### config.mk
export PLATFORM = sky130hd
export DESIGN_NAME = shift_sequencer_flat
export DESIGN_NICKNAME = d
export VERILOG_FILES = /design/src/rtl/shift_sequencer_if.sv /design/src/rtl/shift_sequencer.sv /design/src/flat_wrapper.sv
export SDC_FILE = /design/constraint.sdc
export NUM_CORES = 1
export LEC_CHECK = 0
export ABC_AREA = 1
export BUFFER_PORTS_ARGS = -buffer_cell sky130_fd_sc_hd__buf_4
export CAP_MARGIN = 20
export CORE_ASPECT_RATIO = 0.5
export CORE_MARGIN = 4
export CORE_UTILIZATION = 45
export CTS_BUF_LIST = sky130_fd_sc_hd__clkbuf_8
export CTS_CLUSTER_SIZE = 12
export DETAILED_ROUTE_END_ITERATION = 10
export PLACE_DENSITY = 0.93
export RECOVER_POWER = 100
export SLEW_MARGIN = 25
export SYNTH_ARGS = -nofsm -noshare
export SYNTH_HDL_FRONTEND = slang
export SYNTH_SLANG_ARGS = --single-unit
### constraint.sdc
create_clock -name clk -period 1.65 [get_ports clk]
set_input_delay 0.33 -clock clk [delete_from_list [all_inputs] [get_ports clk]]
set_output_delay 0.33 -clock clk [all_outputs]
set_load 0.03 [all_outputs]
### src/rtl/shift_sequencer_if.sv
// Request/response handshake bundle between the control unit (master)
// and the shift sequencer (slave).
interface shift_sequencer_if #(
  parameter int WIDTH = 32,
  parameter int CNT_W = 5
);
  logic             req_valid;
  logic             req_ready;
  logic             req_op;
  logic [CNT_W-1:0] req_count;
  logic [WIDTH-1:0] req_data;
  logic             rsp_valid;
  logic             rsp_ready;
  logic [WIDTH-1:0] rsp_data;

  modport master (
    output req_valid, req_op, req_count, req_data, rsp_ready,
    input  req_ready, rsp_valid, rsp_data
  );

  modport slave (
    input  req_valid, req_op, req_count, req_data, rsp_ready,
    output req_ready, rsp_valid, rsp_data
  );
endinterface

### src/rtl/shift_sequencer.sv
// Multi-cycle controller that iterates a single-step shifter (sll8 / sra1)
// through an accumulator and returns the final word over a handshake.
module shift_sequencer #(
  parameter int WIDTH = 32,
  parameter int CNT_W = 5
) (
  input  logic              clk,
  input  logic              rst_n,
  shift_sequencer_if.slave  bus,
  output logic [WIDTH-1:0]  sh_in_o,
  output logic              sh_sll8_o,
  output logic              sh_sra1_o,
  input  logic [WIDTH-1:0]  sh_out_i
);

  typedef enum logic [1:0] {
    IDLE = 2'd0,
    RUN  = 2'd1,
    DONE = 2'd2
  } state_t;

  // Four byte shifts already clear a 32-bit word, so longer left shifts are capped.
  localparam logic [CNT_W-1:0] MAX_BYTES = CNT_W'(4);

  state_t           state_q, state_d;
  logic [WIDTH-1:0] acc_q, acc_d;
  logic [CNT_W-1:0] remaining_q, remaining_d;
  logic             op_q, op_d;
  logic [CNT_W-1:0] eff_count;

  always_comb begin
    eff_count = bus.req_count;
    if (!bus.req_op && (bus.req_count > MAX_BYTES)) begin
      eff_count = MAX_BYTES;
    end
  end

  always_ff @(posedge clk or negedge rst_n) begin
    if (!rst_n) begin
      state_q     <= IDLE;
      acc_q       <= '0;
      remaining_q <= '0;
      op_q        <= 1'b0;
    end else begin
      state_q     <= state_d;
      acc_q       <= acc_d;
      remaining_q <= remaining_d;
      op_q        <= op_d;
    end
  end

  always_comb begin
    state_d     = state_q;
    acc_d       = acc_q;
    remaining_d = remaining_q;
    op_d        = op_q;
    unique case (state_q)
      IDLE: begin
        if (bus.req_valid) begin
          acc_d       = bus.req_data;
          op_d        = bus.req_op;
          remaining_d = eff_count;
          state_d     = (eff_count == '0) ? DONE : RUN;
        end
      end
      RUN: begin
        acc_d       = sh_out_i;
        remaining_d = remaining_q - 1'b1;
        if (remaining_q == CNT_W'(1)) begin
          state_d = DONE;
        end
      end
      DONE: begin
        if (bus.rsp_ready) begin
          state_d = IDLE;
        end
      end
      default: state_d = IDLE;
    endcase
  end

  // All outputs decode registered state only; nothing combinational from req_*.
  assign bus.req_ready = (state_q == IDLE);
  assign bus.rsp_valid = (state_q == DONE);
  assign bus.rsp_data  = acc_q;
  assign sh_in_o       = acc_q;
  assign sh_sll8_o     = (state_q == RUN) & ~op_q;
  assign sh_sra1_o     = (state_q == RUN) &  op_q;

endmodule

### src/flat_wrapper.sv
// flat-port wrapper written by rule: the top's interface ports become plain ports
module shift_sequencer_flat 
#(
  parameter int WIDTH = 32,
  parameter int CNT_W = 5
)
  (clk, rst_n, sh_in_o, sh_sll8_o, sh_sra1_o, sh_out_i, bus_req_valid, bus_req_op, bus_req_count, bus_req_data, bus_rsp_ready, bus_req_ready, bus_rsp_valid, bus_rsp_data);
  shift_sequencer_if #(.WIDTH(WIDTH), .CNT_W(CNT_W)) bus_i ();
  input  logic clk;
  input  logic rst_n;
  output logic [WIDTH-1:0] sh_in_o;
  output logic sh_sll8_o;
  output logic sh_sra1_o;
  input  logic [WIDTH-1:0] sh_out_i;
  input wire logic [$bits(bus_i.req_valid)-1:0] bus_req_valid;
  input wire logic [$bits(bus_i.req_op)-1:0] bus_req_op;
  input wire logic [$bits(bus_i.req_count)-1:0] bus_req_count;
  input wire logic [$bits(bus_i.req_data)-1:0] bus_req_data;
  input wire logic [$bits(bus_i.rsp_ready)-1:0] bus_rsp_ready;
  output wire logic [$bits(bus_i.req_ready)-1:0] bus_req_ready;
  output wire logic [$bits(bus_i.rsp_valid)-1:0] bus_rsp_valid;
  output wire logic [$bits(bus_i.rsp_data)-1:0] bus_rsp_data;
  assign bus_i.req_valid = bus_req_valid;
  assign bus_i.req_op = bus_req_op;
  assign bus_i.req_count = bus_req_count;
  assign bus_i.req_data = bus_req_data;
  assign bus_i.rsp_ready = bus_rsp_ready;
  assign bus_req_ready = bus_i.req_ready;
  assign bus_rsp_valid = bus_i.rsp_valid;
  assign bus_rsp_data = bus_i.rsp_data;
  shift_sequencer #(.WIDTH(WIDTH), .CNT_W(CNT_W)) u_core (.clk(clk), .rst_n(rst_n), .bus(bus_i), .sh_in_o(sh_in_o), .sh_sll8_o(sh_sll8_o), .sh_sra1_o(sh_sra1_o), .sh_out_i(sh_out_i));
endmodule
==> results.sh <==
export IMPL_first_pass_iters=4
export IMPL_syn_area_mm2=0.002350
export IMPL_r2r_start="u_core.state_q[0]$_DFFE_PN0P_"
export IMPL_grt_pass1_wl_um=10280
export IMPL_yosysSeqAreaShare_pct=42.60
export IMPL_setup_viol=0
export IMPL_avgSynthCellArea_um2=8.422
export IMPL_end_kind="primary output"
export IMPL_post_route_drc_count=0
export IMPL_wl_per_cell_um=14.36
export IMPL_cap_violations=0
export IMPL_clk_pin_slew_ns=0.08
export IMPL_clockBufferDepth=2
export IMPL_antenna_found_initial=0
export IMPL_path_buf_inv=3
export IMPL_criticalPathCategory="flop to primary output"
export IMPL_io_buffers=141
export IMPL_synth_top_cell_by_area="dfrtp_1"
export IMPL_placed_area_mm2=0.003244
export IMPL_hold_class="input port to async pin"
export IMPL_final_common_cell="buf_4"
export IMPL_reg2reg_to="u_core.bus.rsp_data[9]$_DFFE_PN0P_"
export IMPL_cp_arrival_ns=1.23
export IMPL_ctsRootBufferMaster="clkbuf_8"
export IMPL_critPathSlowestCell="dfrtp_2"
export IMPL_place_hpwl_um=5002
export IMPL_maxSlewViolCount=0
export IMPL_crit_path_max_incr_delay_ns=0.43
export IMPL_gp_congestion=0.9585
export IMPL_clk_latency_ns=0.30
export IMPL_rows=18
export IMPL_clock_tree_htree_level_count=2
export IMPL_dieArea_mm2=0.006512
export IMPL_yosysTopAreaCellShare_pct=42.60
export IMPL_min_period_over_period_pct=94.65
export IMPL_max_slew_margin_pct=32.62
export IMPL_ff2ff_path_depth=8
export IMPL_peakVddDrop_v=0.001039
export IMPL_numCtsBuffers=5
export IMPL_yosysWarnings=0
export IMPL_crit_top_cell="inv_2"
export IMPL_ys_ff_latch=40
export IMPL_period_minus_slack_ns=1.562
export IMPL_num_antenna_cells=0
export IMPL_rsz0062_at_grt="false"
export IMPL_outcome="completed"
export IMPL_syn_num_nets=355
export IMPL_crit_family="flip-flops"
export IMPL_final_hold_violation_count=0
export IMPL_grt_max_degree=41
export IMPL_tritoncts="yes"
export IMPL_coreArea_mm2=0.004977
export IMPL_grt_pass1_vias=2234
export IMPL_viasPerCell=4.931
export IMPL_finClkSkew_ns=0.007750
export IMPL_ff2ff_setup_slack_ns=0.11
export IMPL_synth_cell_types=24
export IMPL_chipHeight_um=59.10
export IMPL_worst_slew_pin_transition_ns=1.011
export IMPL_p_per_area_mw_per_mm2=2465
export IMPL_crit_cells=5
export IMPL_hold_ws_ns=0.1897
export IMPL_start_util_pct=47.21
export IMPL_fmax_ghz=0.6403
export IMPL_grt_overflow=0
export IMPL_finalWorstSetupSlack_ns=0.08823
export IMPL_startpoint_type="flop"
export IMPL_post_route_util_pct=61.61
export IMPL_ios=142
export IMPL_final_antenna_net_count=0
export IMPL_finalSetupTns_ns=0
export IMPL_crit_path_cell_trace="inv_2 > nor2_4 > inv_2 > nor2_1 > buf_4"
export IMPL_cp_required_ns=1.32
export IMPL_nNetsFinal=466
export IMPL_synthCells=279
export IMPL_design_area_mm2=0.003067
export IMPL_grtUsageTotal_pct=20.11
export IMPL_area_growth_pct=30.51
export IMPL_drive_above_1_share_pct=33.50
export IMPL_vias=2273
export IMPL_dieWidth_um=110.2
export IMPL_drt_wl_total_um=6618
export IMPL_clock_sinks=40
export IMPL_synthTopCellsByArea="dfrtp_1 (43%), buf_4 (11%), o21ai_0 (7.9%)"
export IMPL_crit_path_max_fanout=12
export IMPL_p_leak_nw=1.431
export IMPL_pre_cts_ws_ns=0.1158
export IMPL_drt_iter0_markers=108
export IMPL_cts_hold_fix_buffers=0
export IMPL_mostFrequentLayoutCells="buf_4 (80), clkbuf_1 (64), nand2_1 (49)"
==> per-stage QoR <==
stage               total power, W  instances
floorplan                 0.006195        279
global placement          0.007554        451
detailed placement        0.007655        451
CTS                       0.008393        460
global route              0.008099        461
finish                    0.007559        461
==> worst register-to-register path, cell delays in order (launching register included) <==
cell and delay, ns:
dfrtp_2 0.43, inv_2 0.08, nor2_4 0.05, clkbuf_2 0.19, nor2_4 0.22, inv_4 0.10
buf_6 0.18, nor2_1 0.14, a21oi_2 0.04
==> worst max-delay path by stage <==
stage	start	slack (ns)	to
6_report	u_core.state_q[0]$_DFFE_PN0P_	0.09	sh_sll8_o
5_1_grt	u_core.state_q[1]$_DFFE_PN0P_	0.02	u_core.bus.rsp_data[4]$_DFFE_PN0P_
4_1_cts	u_core.state_q[0]$_DFFE_PN0P_	0.03	sh_sra1_o
3_5_place_dp	u_core.state_q[0]$_DFFE_PN0P_	0.12	sh_sra1_o
3_3_place_gp	u_core.state_q[0]$_DFFE_PN0P_	0.18	sh_sra1_o
2_1_floorplan	u_core.state_q[0]$_DFFE_PN0P_	0.04	sh_sll8_o
==> what timing repair did <==
| action | 4_1_cts | 5_1_grt |
|---|---|---|
| pin swaps | 1 | 0 |
| setup endpoints to repair | 2 | 3 |
| resized for setup | 1 | 4 |
| hold endpoints to repair | 0 | 0 |
| gates cloned | 0 | 0 |
| buffers inserted | 1 | 1 |
==> where the power goes <==
part,switching [W],internal [W],leakage [nW],total (W)
sequential,0.000427,0.00150,0.482,0.00193
clock,0.000356,0.000334,0.0510,0.000690
combinational,0.00356,0.00138,0.899,0.00494
total,0.00434,0.00321,1.43,0.00756
==> flip-flops by register name, summed over array words and instances, names as in the netlist <==
| register | flops |
|---|---|
| u_core.state_q | 2 |
| u_core.remaining_q | 5 |
| u_core.op_q | 1 |
| u_core.bus.rsp_data | 32 |
==> synthesized netlist by cell type, drive strengths merged <==
cell type,n
a21o,1
nor3,1
xor2,3
inv,13
o21ai,37
nand2,50
a22oi,1
nand4,1
buf,40
nand3,2
nor2,43
dfrtp,40
clkbuf,6
a21oi,36
o22ai,2
a31oi,1
ha,2
==> area by class of cell <==
cell class,count,area (um2)
Tap cell,70,87.58
Clock buffer,6,82.58
Inverter,13,51.30
Sequential cell,40,1002
Multi-Input combinational cell,180,940.9
Timing Repair Buffer,150,892.1
Fill cell,479,1911
Clock inverter,2,10.01
==> routing by layer <==
| metal | track usage, % | share of wire, % | vias to the layer above | wire length, um |
|---|---|---|---|---|
| met4 | 9.649 | 2.4 | 0 | 159 |
| met5 | 0 | 0 | - | 0 |
| li1 | - | - | 1089 | - |
| met3 | 3.808 | 4.5 | 16 | 295 |
| met1 | 22.80 | 37 | 1102 | 2461 |
| met2 | 36.98 | 56 | 66 | 3702 |
==> kinds of logic after synthesis <==
kind of cell	count (synthesis)	share of synthesized area [%]
adder cells (fa/ha/maj)	2	1.065
AO/OA/AOI/OAI	78	20.39
AND/OR/NAND/NOR	97	18.74
flip-flops	40	42.60
XOR/XNOR	3	1.118
buffers and inverters	59	16.08
Power figures use the tool's default switching activity.
